File: src/rtl/ysyx_23060240_pkg.sv
// Shared types and constants for the ysyx_23060240 memory arbiter.
package ysyx_23060240_pkg;

   // Arbiter FSM states
   typedef enum logic [1:0] {
      IDLE = 2'd0,
      REQ  = 2'd1,
      RESP = 2'd2,
      ERR  = 2'd3
   } state_e;

   // Owner encoding, also used as the round-robin grant index
   localparam logic OWN_IFU = 1'b0;
   localparam logic OWN_LSU = 1'b1;

   // Default response timeout in RESP cycles
   localparam int unsigned TIMEOUT_DEFAULT = 255;

endpackage

File: src/rtl/ysyx_23060240_rr_arb2.sv
// Two-way round-robin picker: on a tie the requester not granted last wins.
module ysyx_23060240_rr_arb2
   import ysyx_23060240_pkg::*;
(
   input  logic [1:0] req,
   input  logic       last_grant,
   output logic       grant
);

   // Pick the sole requester, or alternate against last_grant on a tie
   always_comb begin
      grant = OWN_IFU;
      if (req[1] && req[0]) begin
         grant = ~last_grant;
      end else if (req[1]) begin
         grant = OWN_LSU;
      end
   end

endmodule

File: src/rtl/ysyx_23060240_mem_arbiter.sv
// Shares one memory port between IFU and LSU, one transaction outstanding,
// with a bounded response timeout that returns an error response.
module ysyx_23060240_mem_arbiter
   import ysyx_23060240_pkg::*;
#(
   parameter int unsigned ADDR_W  = 32,
   parameter int unsigned DATA_W  = 32,
   parameter int unsigned TIMEOUT = TIMEOUT_DEFAULT
) (
   input  logic                clk,
   input  logic                rst,
   // IFU
   input  logic                ifu_req_valid,
   output logic                ifu_req_ready,
   input  logic [ADDR_W-1:0]   ifu_req_addr,
   output logic                ifu_resp_valid,
   input  logic                ifu_resp_ready,
   output logic [DATA_W-1:0]   ifu_resp_data,
   output logic                ifu_resp_err,
   // LSU
   input  logic                lsu_req_valid,
   output logic                lsu_req_ready,
   input  logic [ADDR_W-1:0]   lsu_req_addr,
   input  logic                lsu_req_wen,
   input  logic [DATA_W-1:0]   lsu_req_wdata,
   input  logic [DATA_W/8-1:0] lsu_req_wstrb,
   output logic                lsu_resp_valid,
   input  logic                lsu_resp_ready,
   output logic [DATA_W-1:0]   lsu_resp_data,
   output logic                lsu_resp_err,
   // Memory
   output logic                mem_req_valid,
   input  logic                mem_req_ready,
   output logic [ADDR_W-1:0]   mem_req_addr,
   output logic                mem_req_wen,
   output logic [DATA_W-1:0]   mem_req_wdata,
   output logic [DATA_W/8-1:0] mem_req_wstrb,
   input  logic                mem_resp_valid,
   output logic                mem_resp_ready,
   input  logic [DATA_W-1:0]   mem_resp_data,
   input  logic                mem_resp_err,
   // Status
   output logic                busy,
   output logic                owner
);

   localparam int unsigned CNT_W = $clog2(TIMEOUT + 1);
   localparam logic [CNT_W-1:0] CNT_LAST = CNT_W'(TIMEOUT - 1);
   localparam logic [CNT_W-1:0] CNT_MAX  = '1;

   state_e           state_q, state_d;
   logic             owner_q, owner_d;
   logic             last_grant_q, last_grant_d;
   logic [CNT_W-1:0] cnt_q, cnt_d;
   logic             grant;
   logic             owner_resp_ready;

   ysyx_23060240_rr_arb2 u_rr_arb2 (
      .req        ({lsu_req_valid, ifu_req_valid}),
      .last_grant (last_grant_q),
      .grant      (grant)
   );

   assign busy  = (state_q != IDLE);
   assign owner = owner_q;
   assign owner_resp_ready = (owner_q == OWN_LSU) ? lsu_resp_ready : ifu_resp_ready;

   // State, owner, round-robin history and timeout counter registers
   always_ff @(posedge clk) begin
      if (rst) begin
         state_q      <= IDLE;
         owner_q      <= OWN_IFU;
         last_grant_q <= OWN_IFU;
         cnt_q        <= '0;
      end else begin
         state_q      <= state_d;
         owner_q      <= owner_d;
         last_grant_q <= last_grant_d;
         cnt_q        <= cnt_d;
      end
   end

   // Next-state logic and request/response routing
   always_comb begin
      state_d        = state_q;
      owner_d        = owner_q;
      last_grant_d   = last_grant_q;
      cnt_d          = cnt_q;

      ifu_req_ready  = 1'b0;
      ifu_resp_valid = 1'b0;
      ifu_resp_data  = '0;
      ifu_resp_err   = 1'b0;
      lsu_req_ready  = 1'b0;
      lsu_resp_valid = 1'b0;
      lsu_resp_data  = '0;
      lsu_resp_err   = 1'b0;
      mem_req_valid  = 1'b0;
      mem_req_addr   = '0;
      mem_req_wen    = 1'b0;
      mem_req_wdata  = '0;
      mem_req_wstrb  = '0;
      mem_resp_ready = 1'b0;

      unique case (state_q)
         IDLE: begin
            // Drain stray responses (late after timeout or after reset)
            mem_resp_ready = 1'b1;
            if (ifu_req_valid || lsu_req_valid) begin
               owner_d = grant;
               state_d = REQ;
            end
         end

         REQ: begin
            mem_req_valid = 1'b1;
            if (owner_q == OWN_LSU) begin
               mem_req_addr  = lsu_req_addr;
               mem_req_wen   = lsu_req_wen;
               mem_req_wdata = lsu_req_wdata;
               mem_req_wstrb = lsu_req_wstrb;
               lsu_req_ready = mem_req_ready;
            end else begin
               mem_req_addr  = ifu_req_addr;
               ifu_req_ready = mem_req_ready;
            end
            if (mem_req_ready) begin
               state_d      = RESP;
               cnt_d        = '0;
               last_grant_d = owner_q;
            end
         end

         RESP: begin
            mem_resp_ready = owner_resp_ready;
            if (owner_q == OWN_LSU) begin
               lsu_resp_valid = mem_resp_valid;
               lsu_resp_data  = mem_resp_data;
               lsu_resp_err   = mem_resp_err;
            end else begin
               ifu_resp_valid = mem_resp_valid;
               ifu_resp_data  = mem_resp_data;
               ifu_resp_err   = mem_resp_err;
            end
            if (mem_resp_valid) begin
               if (owner_resp_ready) begin
                  state_d = IDLE;
               end
            end else if (cnt_q == CNT_LAST) begin
               state_d = ERR;
            end else if (cnt_q != CNT_MAX) begin
               cnt_d = cnt_q + CNT_W'(1);
            end
         end

         ERR: begin
            if (owner_q == OWN_LSU) begin
               lsu_resp_valid = 1'b1;
               lsu_resp_err   = 1'b1;
            end else begin
               ifu_resp_valid = 1'b1;
               ifu_resp_err   = 1'b1;
            end
            if (owner_resp_ready) begin
               state_d = IDLE;
            end
         end

         default: begin
            state_d = IDLE;
         end
      endcase
   end

endmodule

File: config.mk
export PLATFORM = sky130hd
export DESIGN_NAME = ysyx_23060240_mem_arbiter
export DESIGN_NICKNAME = d
export VERILOG_FILES = /design/src/rtl/ysyx_23060240_pkg.sv /design/src/rtl/ysyx_23060240_rr_arb2.sv /design/src/rtl/ysyx_23060240_mem_arbiter.sv
export SDC_FILE = /design/constraint.sdc
export NUM_CORES = 1
export LEC_CHECK = 0
export BUFFER_PORTS_ARGS = -buffer_cell sky130_fd_sc_hd__buf_2
export CAP_MARGIN = 20
export CORE_AREA = 4 4 108 110
export CTS_CLUSTER_SIZE = 20
export DETAILED_ROUTE_END_ITERATION = 8
export DIE_AREA = 0 0 112 114
export PLACE_DENSITY_LB_ADDON = 0.05
export REMOVE_ABC_BUFFERS = 1
export SLEW_MARGIN = 5
export SYNTH_ARGS = -nofsm -noshare
export SYNTH_HDL_FRONTEND = slang
export SYNTH_SLANG_ARGS = --single-unit
File: constraint.sdc
create_clock -name clk -period 1.9 [get_ports clk]
set_input_delay 0.19 -clock clk [delete_from_list [all_inputs] [get_ports clk]]
set_output_delay 0.19 -clock clk [all_outputs]
set_load 0.02 [all_outputs]
# [Word level (Yosys, flattened, before mapping)]
# Index checks and enable logic that the tools add are counted.
[classes] n_bitwise=1 mux=42 reduce_logical=9 eq_ne=11 addsub=1
[op_table] op="32-bit two-way mux" count=8
[op_table] op="8-bit two-way mux" count=4
[op_table] op="1-bit two-way mux" count=16
[op_table] op="8-bit case mux with 2 select lines" count=1
[op_table] op="2-bit two-way mux" count=5
[op_table] op="2-bit inequality test, second input constant" count=5
[op_table] op="1-bit case mux with 2 select lines" count=5
[op_table] op="8-bit by 1-bit adder with 8-bit output, second input constant" count=1
[op_table] op="8-bit == test, second input constant" count=1
[op_table] op="4-bit two-way mux" count=2
[op_table] op="8-bit inequality test, second input constant" count=1
[op_table] op="2-bit case mux with 4 select lines" count=1
[op_table] op="5-bit AND reduction" count=1
[op_table] op="2-bit == test, second input constant" count=2
[op_table] op="2-bit AND reduction" count=2
[op_table] op="2-bit nonzero test" count=2
[op_table] op="3-bit inequality test, second input constant" count=1
[op_table] op="3-bit AND reduction" count=1
[op_table] op="2-bit by 1-bit == test with 1-bit output, second input constant" count=1
[op_table] op="2-bit logical NOT" count=1
[op_table] op="1-bit logical AND" count=1
[op_table] op="1-bit logical OR" count=1
[op_table] op="1-bit inverter" count=1
[word_totals] reg_bits=12

# [Depth between registers and ports, before layout]
# Gate-level depths: netlist of the first run.
[logic_depth] word_depth=5 depth_mapped=8

# [Cells and area by module]
# A second synthesis of the first run with hierarchy kept.
[hier_totals] hier_cells=321 hier_area_um2=1995.7
[by_module_without_submodules] module="ysyx_23060240_mem_arbiter" cells_each=320 instances=1 area_per_inst_um2=1984.4
[by_module_without_submodules] module="ysyx_23060240_rr_arb2" cells_each=1 instances=1 area_per_inst_um2=11.3

# [Worst setup path before layout of the first run]
# Ideal clock, no wire load.
[synth_path] kind="register to register" start="register cnt_q[0]" end="register cnt_q[2]" arrival_time_ns=1.539 path_stages_with_launch=7 required_ns=1.805 n_path_buf=0 slack_ns=0.265 path_cell_list="dfxtp_1 -> inv_1 -> ha_1 -> and4bb_1 -> o41ai_2 -> or4b_1 -> o311ai_1"
[synth_via] elab_chain_cells=5 elab_cells_between_ends=10 classes_between="1 x add/sub; 4 x eq/ne; 4 x mux; 1 x reduce/logical"
[synth_lines] element="start: declaration" line_no="ysyx_23060240_mem_arbiter.sv:54" text="logic [CNT_W-1:0] cnt_q, cnt_d;"
[synth_lines] element="start signal: assignment" line_no="ysyx_23060240_mem_arbiter.sv:79" text="cnt_q <= cnt_d;"
[synth_lines] element="8-bit by 1-bit adder with 8-bit output" line_no="ysyx_23060240_mem_arbiter.sv:152" text="cnt_d = cnt_q + CNT_W'(1);"
[synth_lines] element="8-bit two-way mux" line_no="ysyx_23060240_mem_arbiter.sv:151" text="end else if (cnt_q != CNT_MAX) begin"
[synth_lines] element="8-bit two-way mux" line_no="ysyx_23060240_mem_arbiter.sv:149" text="end else if (cnt_q == CNT_LAST) begin"
[synth_lines] element="8-bit two-way mux" line_no="ysyx_23060240_mem_arbiter.sv:145" text="if (mem_resp_valid) begin"
[synth_lines] element="8-bit case mux with 2 select lines" line_no="ysyx_23060240_mem_arbiter.sv:105" text="unique case (state_q)"
# Parallel ways exist; a longest one is shown, timed or not. The select of a mux whose other input is x is not followed.
# A chain may end at the register's enable or synchronous reset.

# [Worst setup path in the final report of the first run]
[layout_path] start="register state_q[0]" end="output lsu_req_ready"
[layout_via] elab_chain_cells=2
[layout_lines] element="start: declaration" line_no="ysyx_23060240_mem_arbiter.sv:51" text="state_e state_q, state_d;"
[layout_lines] element="start signal: assignment" line_no="ysyx_23060240_mem_arbiter.sv:76" text="state_q <= state_d;"
[layout_lines] element="2-bit by 1-bit == test with 1-bit output" line_no="ysyx_23060240_mem_arbiter.sv:105"
[layout_lines] element="1-bit two-way mux" line_no="ysyx_23060240_mem_arbiter.sv:105"
[layout_lines] element="end: declaration" line_no="ysyx_23060240_mem_arbiter.sv:22" text="output logic lsu_req_ready,"
# No other way between the ends.

==> impl_metrics.json, run 1 <==
{
  "synth_top_area_cell": "nor2_1",
  "cts_root_buf": "clkbuf_8",
  "finalCritPeriodShare": 0.920,
  "cp_top_family": "buffers and inverters",
  "drc": 0,
  "hold_depth": 3,
  "p_leak_nw": 2.24,
  "powerDensity_mw_per_mm2": 406,
  "r2r_slack_ps": 160,
  "synth_top_area_share": 0.198,
  "hold_class": "in2reg",
  "htreeDepth": 1,
  "synth-edff-count": 0,
  "cts.sinks": 12,
  "yosys_register_bits": 12,
  "crit_slowest_cell": "dfxtp_2",
  "fin_cells": 734,
  "finalNetCount": 739,
  "synthMostInstantiatedCell": "nor2_1",
  "num_antenna_cells": 0,
  "cts_tree": "yes",
  "hold_viol_final": 0,
  "postSynthCellCount": 327,
  "min_from": "lsu_req_valid",
  "rsz0062_at_grt": "no",
  "dp_hpwl_um": 9180,
  "slew_headroom": 0.727,
  "vias_per_cell": 4.38,
  "r2r_end": "cnt_q[2]$_SDFFE_PP0P_",
  "status": "complete, no violations",
  "post_drt_wl_per_cell_um": 14.9,
  "finalClockSkew_ps": 0.703,
  "io_pins": 285,
  "drt_iter0_drc": 118,
  "crit_buf_inv": 4,
  "totalNegativeSetupSlack_ps": 0,
  "fin_crit_ps": 1750,
  "critical_path.cell_chain": "buf_6 -> nand2b_1 -> inv_2 -> buf_8 -> and3_1 -> buf_2",
  "globalRouteOverflowTotal": 0,
  "fmax_mhz": 572,
  "start_util": 0.191,
  "synth_cell_types": 42,
  "power.net_switching_mw": 0.670,
  "cp_data_required_time_ps": 1710,
  "drt-pass1-iter-count": 4,
  "ys_seq_area_frac": 0.118,
  "p_int_mw": 0.828,
  "cpPeakStageDelay_ps": 370,
  "synthFlopType": "dfxtp_1",
  "max_cap_viol_count": 0,
  "vias": 3212,
  "ys_top_cells_by_count": "nor2_1, and3_1, nand2b_1, mux2i_1, clkbuf_1",
  "antenna_found_initial": 0,
  "power.share.switching": 0.447,
  "clkSlewWorstSetupHoldPaths_ps": 60,
  "die-width_um": 112,
  "yosys_warnings": 0,
  "synth_area_leaders": "nor2_1, mux2i_1, and3_1, dfxtp_1, nand2b_1",
  "placed_cells": 730,
  "cts_buffer_depth": 2,
  "clock_latency_ps": 240,
  "coreArea_mm2": 0.0107,
  "cts_buffers": 3,
  "drive_above_1_share": 0.519,
  "routed_wirelength_um": 10900,
  "area_growth_pct": 80.7,
  "r2r-start": "cnt_q[0]$_SDFFE_PP0P_",
  "worstSetupPathType": "reg2out",
  "fp-row-count": 38,
  "gp_congestion": 0.843,
  "finalSetupViolations": 0,
  "pwr-share-seq": 0.184,
  "portBuffers": 284,
  "p_comb_frac": 0.624,
  "avgSynthCellArea_um2": 6.25,
  "whs_endpoint": "owner$_SDFFE_PP0P_",
  "grt_max_degree": 46,
  "postCtsHoldBufs": 0,
  "fill_cells": 1217,
  "grt_pass1_vias": 3038,
  "grt.total_usage": 0.156,
  "fp.dieH_um": 114,
  "finalMaxSlewViolations": 0,
  "async_flop_share": 0,
  "vdd_drop_max_uv": 189,
  "rr_worst_depth": 6,
  "drtAntennaViolNets": 0,
  "worstPathMaxFanout": 39,
  "syn-cell-area_mm2": 0.00204,
  "worst_setup_path_end_kind": "output port",
  "cp_data_arrival_time_ps": 1560,
  "grt_pass1_wl_um": 16400,
  "worst_pin_slew_ps": 408,
  "startpoint_type": "flop",
  "clkPwrFrac": 0.193,
  "die-area_mm2": 0.0128
}
-- through the flow --
step	power [mW]	util	worst slack, ps	hold slack [ps]	instance area [µm²]
floorplan	0.807	-	-1740	259	1910
global placement	1.21	0.338	119	483	3610
detailed placement	1.22	0.338	120	478	3610
CTS	1.51	0.343	12.6	249	3670
global route	1.61	0.345	37.8	258	3690
finish	1.50	0.345	152	243	3690
-- timing repair --
| action | in CTS | in global routing |
|---|---|---|
| resized for setup | 1 | 5 |
| buffers inserted | 0 | 0 |
| endpoints found under the setup margin | 20 | 40 |
| pin swaps | 0 | 0 |
| gates cloned | 0 | 0 |
-- layer usage --
layer / part of all wire / GRT usage
met1: 0.36 / 0.165
met2: 0.54 / 0.307
met3: 0.095 / 0.0493
met4: 0.011 / 0.0272
met5: 0 / 0
-- power groups by stage --
stage / combinational [mW] / clock (mW) / sequential, mW
2_1_floorplan: 0.480 / 0 / 0.327
3_5_place_dp: 0.938 / 0 / 0.280
6_report: 0.934 / 0.288 / 0.275
5_1_grt: 1.02 / 0.308 / 0.279
3_3_place_gp: 0.933 / 0 / 0.280
4_1_cts: 0.943 / 0.296 / 0.275
-- worst max path at each step --
stage / from / endpoint / cells past startpoint
after CTS: state_q[0]$_SDFFE_PP0P_ / lsu_req_ready / 6
after floorplan: owner$_SDFFE_PP0P_ / lsu_resp_data[0] / 2
after global placement: cnt_q[0]$_SDFFE_PP0P_ / cnt_q[2]$_SDFFE_PP0P_ / 6
after global routing: state_q[0]$_SDFFE_PP0P_ / lsu_req_ready / 6
after detailed placement: cnt_q[1]$_SDFFE_PP0P_ / cnt_q[3]$_SDFFE_PP0P_ / 5
final: state_q[0]$_SDFFE_PP0P_ / lsu_req_ready / 6
-- final cells by class --
class	count	area (µm²)	area share
Tap cell	140	175	0.0474
Inverter	8	30.0	0.00813
Clock buffer	4	55.1	0.0149
Sequential cell	12	244	0.0661
Multi-Input combinational cell	275	1650	0.446
Timing Repair Buffer	295	1540	0.417
-- placed cells by master (no fill, tap or decap), drive strengths merged, types with 3 or more instances in the layout --
master	Yosys	routed
a21oi	4	4
and2	3	3
and3	39	39
buf	10	295
clkbuf	22	4
dfxtp	12	12
inv	8	8
mux2i	34	34
nand2	9	9
nand2b	35	35
nand3	4	4
nand4	4	4
nor2	108	108
o21ai	4	4
o311ai	3	3
or4	4	4
-- sequential cells by signal, summed over array words and instances (netlist names) --
| name | flops |
|---|---|
| cnt_q | 8 |
| state_q | 2 |
| last_grant_q | 1 |
| owner | 1 |
-- kinds of logic after synthesis --
logic type / count (synthesis) / share of synthesized area
AO/OA/AOI/OAI: 25 / 0.0943
adder cells (fa/ha/maj): 2 / 0.0122
buffers and inverters: 40 / 0.0814
flip-flops: 12 / 0.118
multiplexers: 34 / 0.167
AND/OR/NAND/NOR: 214 / 0.528
-- worst reg2reg max path, stage by stage (launching register included) --
cell and delay, ps:
dfxtp_2 360, inv_1 60, ha_1 210, and4bb_1 330, o41ai_4 120, or4b_1 490
o311ai_1 90
(Power assumes the default switching activity.)
==> run 2: changes to the inputs <==
==> constraint.sdc (replaced) <==
create_clock -name clk -period 1.65 [get_ports clk]
set_input_delay 0.165 -clock clk [delete_from_list [all_inputs] [get_ports clk]]
set_output_delay 0.165 -clock clk [all_outputs]
set_load 0.02 [all_outputs]
==> run 2 against run 1 <==
The flow now finishes with violations (setup timing). Non-clock buffer count grew 15. Die area unchanged. Largest power group unchanged. Final cell count grew 2.0%. Utilization rose by 1.8 points. Count of clock-buffer cells in the layout stayed put. Wire length grew 3.3%.
==> impl_metrics.json, run 2 (synthesis gave the netlist of run 1 again) <==
{
  "pwr-share-seq": 0.180,
  "power.net_switching_mw": 0.785,
  "antenna_found_initial": 0,
  "io_pins": 285,
  "cts_root_buf": "clkbuf_8",
  "cts_buffer_depth": 2,
  "finalMaxSlewViolations": 0,
  "finalSetupViolations": 2,
  "cts_tree": "yes",
  "setup_ws_ps": -29.2,
  "finalCritPeriodShare": 1.02,
  "whs_endpoint": "owner$_SDFFE_PP0P_",
  "p_comb_frac": 0.635,
  "finalInstanceArea_mm2": 0.00389,
  "fmax_mhz": 596,
  "grtUsageMet2": 0.314,
  "powerDensity_mw_per_mm2": 457,
  "cts_buffers": 3,
  "worst_setup_path_end_kind": "flop",
  "area_growth_pct": 90.3,
  "rsz0062_at_grt": "yes",
  "largest_reg_flops": 8,
  "drtAntennaViolNets": 0,
  "gr-max-usage-layer": "met2",
  "fp-row-count": 38,
  "max_cap_viol_count": 0,
  "top_regs": "cnt_q: 8 flops, state_q: 2 flops",
  "portBuffers": 284,
  "r2r-start": "cnt_q[0]$_SDFFE_PP0P_",
  "fill_cells": 1210,
  "met1_usage": 0.166,
  "post_drt_wl_per_cell_um": 15.1,
  "start_util": 0.191,
  "grt.total_usage": 0.158,
  "layout_commonest_cell": "buf_2",
  "drive_above_1_share": 0.547,
  "slew_headroom": 0.759,
  "die-area_mm2": 0.0128,
  "coreArea_mm2": 0.0107,
  "drt-pass1-iter-count": 4,
  "cp_data_required_time_ps": 1800,
  "hold_depth": 3,
  "htreeDepth": 1,
  "vias": 3302,
  "power.share.switching": 0.442,
  "grt_pass1_wl_um": 16400,
  "placed_cells": 742,
  "worst_pin_slew_ps": 361,
  "finalNetCount": 754,
  "fin_cells": 749,
  "r2r_end": "cnt_q[3]$_SDFFE_PP0P_",
  "drc": 0,
  "dp_hpwl_um": 9220,
  "crit_start": "cnt_q[0]$_SDFFE_PP0P_",
  "worstPathMaxFanout": 5,
  "drt_iter0_drc": 142,
  "status": "finished, violations left",
  "worstSetupPathType": "reg2reg",
  "vdd_drop_max_uv": 188,
  "final_cell_mix": "buf_2, nor2_1, and3_1, nand2b_1, mux2i_1",
  "met3_usage": 0.0493,
  "p_leak_nw": 2.34,
  "clkSlewWorstSetupHoldPaths_ps": 60,
  "rr_worst_depth": 7,
  "startpoint_type": "flop",
  "grt_pass1_vias": 3107,
  "hold_class": "in2reg",
  "p_int_mw": 0.992,
  "fp.dieH_um": 114,
  "placed_area_mm2": 0.00373,
  "num_antenna_cells": 0,
  "largest-register": "cnt_q",
  "hold_viol_final": 0,
  "vias_per_cell": 4.41,
  "cts.sinks": 12,
  "fin_crit_ps": 1680,
  "gp_congestion": 0.862,
  "violations": "setup timing",
  "min_from": "lsu_req_valid",
  "finalClockSkew_ps": 1.90,
  "clkPwrFrac": 0.186,
  "die-width_um": 112,
  "globalRouteOverflowTotal": 0,
  "r2r_slack_ps": -30,
  "clock_latency_ps": 240,
  "cp_data_arrival_time_ps": 1830,
  "grt_max_degree": 46,
  "routed_wirelength_um": 11300
}
## run 2: worst max-delay path: stages, from the launching register on
cell	delay [ps]
dfxtp_2	330
inv_2	50
ha_4	150
and4bb_1	320
o41ai_4	100
buf_4	170
or4_1	400
o311ai_1	80
## run 2: area by class of cell
cell class | instances | area [µm²] | share of cell area
Clock buffer | 4 | 55.1 | 0.0142
Timing Repair Buffer | 310 | 1680 | 0.433
Inverter | 8 | 30.0 | 0.00772
Multi-Input combinational cell | 275 | 1700 | 0.437
Sequential cell | 12 | 246 | 0.0634
Tap cell | 140 | 175 | 0.0450
## run 2: worst max path at each step
stage / endpoint / slack, ps / depth (start not counted)
2_1_floorplan: lsu_resp_data[0] / -1970 / 2
3_3_place_gp: cnt_q[2]$_SDFFE_PP0P_ / -70 / 7
3_5_place_dp: cnt_q[6]$_SDFFE_PP0P_ / -80 / 7
4_1_cts: cnt_q[2]$_SDFFE_PP0P_ / 2 / 6
5_1_grt: cnt_q[3]$_SDFFE_PP0P_ / -110 / 7
6_report: cnt_q[3]$_SDFFE_PP0P_ / -30 / 7
## run 2: routing by layer
metal / share of wire / routed length, µm
met2: 0.53 / 6020
met1: 0.36 / 4020
met4: 0.017 / 191
met3: 0.094 / 1060
met5: 0 / 0
## run 2: power groups by stage
stage,combinational (mW),sequential [mW],clock (mW)
after floorplan,0.552,0.376,0
after global placement,1.10,0.323,0
after detailed placement,1.11,0.322,0
after CTS,1.13,0.317,0.335
after global routing,1.23,0.322,0.350
final,1.13,0.320,0.330
## run 2: metrics by stage
| stage | TNS (ps) | utilization | hold slack, ps | power [mW] | worst slack [ps] |
|---|---|---|---|---|---|
| 2_1_floorplan | -192610 | - | 234 | 0.929 | -1970 |
| 3_3_place_gp | -193 | 0.348 | 485 | 1.42 | -71.6 |
| 3_5_place_dp | -213 | 0.348 | 476 | 1.43 | -79.9 |
| 4_1_cts | 0 | 0.357 | 223 | 1.78 | 2.41 |
| 5_1_grt | -589 | 0.364 | 288 | 1.90 | -105 |
| 6_report | -31.2 | 0.364 | 223 | 1.78 | -29.2 |
## run 2: repair_timing
| action | 4_1_cts | 5_1_grt |
|---|---|---|
| gates resized for setup | 8 | 13 |
| pin swaps | 1 | 7 |
| buffers inserted | 2 | 2 |
| setup endpoints to repair | 66 | 114 |
| hold buffers | 0 | 0 |
==> run 3: changes to the inputs <==
--- a/config.mk
+++ b/config.mk
@@ -7,10 +7,12 @@
 export LEC_CHECK = 0
 export BUFFER_PORTS_ARGS = -buffer_cell sky130_fd_sc_hd__buf_2
 export CAP_MARGIN = 20
-export CORE_AREA = 4 4 108 110
+export CELL_PAD_IN_SITES_DETAIL_PLACEMENT = 0
+export CELL_PAD_IN_SITES_GLOBAL_PLACEMENT = 1
+export CORE_MARGIN = 4
+export CORE_UTILIZATION = 18
 export CTS_CLUSTER_SIZE = 20
 export DETAILED_ROUTE_END_ITERATION = 8
-export DIE_AREA = 0 0 112 114
 export PLACE_DENSITY_LB_ADDON = 0.05
 export REMOVE_ABC_BUFFERS = 1
 export SLEW_MARGIN = 5
==> run 3 against run 2 <==
Largest power group unchanged. Highest routed layer is now met5. Critical path type unchanged. Clock skew increased by 3.1 ps. Sequential power hardly changed. Utilization decreased by 0.99 points. Count of clock-buffer cells in the layout did not move. Sequential share of layout area is essentially flat. Wire length rose by 1.8%. The run still ends with setup timing left. Critical path depth is 1 lower. Non-clock buffer count fell by 5. Global-route usage barely moved.
==> impl_metrics.json, run 3 (synthesis gave the netlist of run 1 again) <==
{
  "portBuffers": 284,
  "hold_viol_final": 0,
  "finalNetCount": 749,
  "critical_path.cell_chain": "inv_2 -> ha_4 -> and4bb_1 -> o41ai_4 -> or4_4 -> o311ai_4",
  "fin_crit_ps": 1670,
  "finalCritPeriodShare": 1.01,
  "powerDensity_mw_per_mm2": 496,
  "fp-row-count": 38,
  "status": "finished, violations left",
  "crit_slowest_cell": "or4_4",
  "cts_tree": "yes",
  "setup_ws_ps": -19.7,
  "slew_headroom": 0.745,
  "cp_data_arrival_time_ps": 1820,
  "finalClockSkew_ps": 4.97,
  "finalMaxSlewViolations": 0,
  "largest-register": "cnt_q",
  "fp.dieH_um": 115,
  "io_pins": 285,
  "fmax_mhz": 599,
  "antenna_found_initial": 2,
  "grt_max_degree": 48,
  "drt-pass1-iter-count": 4,
  "vias": 3231,
  "startpoint_type": "flop",
  "area_growth_pct": 90.1,
  "worstPathMaxFanout": 5,
  "start_util": 0.186,
  "hold_class": "in2reg",
  "dp_hpwl_um": 9430,
  "routed_wirelength_um": 11500,
  "clock_latency_ps": 240,
  "max_cap_viol_count": 0,
  "num_antenna_cells": 0,
  "largest_reg_flops": 8,
  "crit_buf_inv": 1,
  "cp_top_family": "simple AND/OR/NAND/NOR gates",
  "final_cell_mix": "buf_2, nor2_1, and3_1, nand2b_1, mux2i_1",
  "cts_buffer_depth": 2,
  "top_regs": "cnt_q: 8 flops, state_q: 2 flops",
  "rsz0062_at_grt": "yes",
  "cpPeakStageDelay_ps": 570,
  "worst_pin_slew_ps": 382,
  "drtAntennaViolNets": 0,
  "drt_iter0_drc": 90,
  "finalSetupViolations": 2,
  "worstSetupPathType": "reg2reg",
  "die-width_um": 115,
  "grt_pass1_wl_um": 16500,
  "drc": 0,
  "gp_congestion": 0.780,
  "drive_above_1_share": 0.541,
  "cp_data_required_time_ps": 1800,
  "whs_ps": 215,
  "multiInputGateArea_mm2": 0.00171,
  "placed_area_mm2": 0.00366,
  "clkSlewWorstSetupHoldPaths_ps": 50,
  "post_drt_wl_per_cell_um": 15.5,
  "fin_util": 0.354,
  "finalInstanceArea_mm2": 0.00388,
  "postCtsHoldBufs": 0,
  "coreArea_mm2": 0.0110,
  "layout_commonest_cell": "buf_2",
  "cts_buffers": 3,
  "fill_cells": 1249,
  "worst_setup_path_end_kind": "flop",
  "cts.sinks": 12,
  "globalRouteOverflowTotal": 0,
  "regArea_um2": 245,
  "grt.total_usage": 0.158,
  "vdd_drop_max_uv": 279,
  "vias_per_cell": 4.34,
  "p_leak_nw": 2.32,
  "htreeDepth": 1,
  "fin_cells": 744,
  "grt_pass1_vias": 3043,
  "placed_cells": 737,
  "violations": "setup timing",
  "cts_root_buf": "clkbuf_16",
  "die-area_mm2": 0.0131
}
-- run 3: metal layers --
metal | track usage | wire length, µm
met3 | 0.0518 | 1030
met2 | 0.312 | 6390
met5 | 0 | 38
met4 | 0.0253 | 104
met1 | 0.162 | 3940
-- run 3: worst paths after layout --
kind,start,cells past startpoint,slack [ps],endpoint
worst max-delay path,cnt_q[0]$_SDFFE_PP0P_,6,-20,cnt_q[3]$_SDFFE_PP0P_
worst min-delay path,lsu_req_valid,3,220,owner$_SDFFE_PP0P_
worst max register to register,cnt_q[0]$_SDFFE_PP0P_,6,-20,cnt_q[3]$_SDFFE_PP0P_
worst min register to register,last_grant_q$_SDFFE_PP0P_,2,500,last_grant_q$_SDFFE_PP0P_
-- run 3: tightest hold or removal path, cell delays in order --
cell and delay (ps):
buf_2 100, a32oi_1 80, nor2_1 80
-- run 3: power breakdown --
part	leakage (nW)	switching, mW	internal (mW)	total, mW
Combinational	2.18	0.649	0.459	1.11
Clock	0.0442	0.135	0.367	0.501
Sequential	0.0989	0.0161	0.302	0.318
-- run 3: final cells by class --
| cell class | instances | share of cell area |
|---|---|---|
| Clock buffer | 4 | 0.0229 |
| Tap cell | 140 | 0.0451 |
| Inverter | 8 | 0.00773 |
| Timing Repair Buffer | 305 | 0.421 |
| Sequential cell | 12 | 0.0631 |
| Multi-Input combinational cell | 275 | 0.440 |
-- run 3: what timing repair did --
item | in CTS | in global routing
pin swaps | 1 | 12
endpoints found under the hold margin | 0 | 0
cloned | 0 | 0
setup buffers | 0 | 3
endpoints found under the setup margin | 45 | 122
gates resized for setup | 4 | 21
-- run 3: per-stage QoR --
| stage | power (mW) | setup WS (ps) | setup TNS, ps |
|---|---|---|---|
| 2_1_floorplan | 0.929 | -1970 | -192610 |
| 3_3_place_gp | 1.41 | -49.2 | -118 |
| 3_5_place_dp | 1.41 | -44.5 | -142 |
| 4_1_cts | 1.93 | -11.9 | -19.7 |
| 5_1_grt | 2.06 | -79.2 | -482 |
| 6_report | 1.93 | -19.7 | -31.2 |
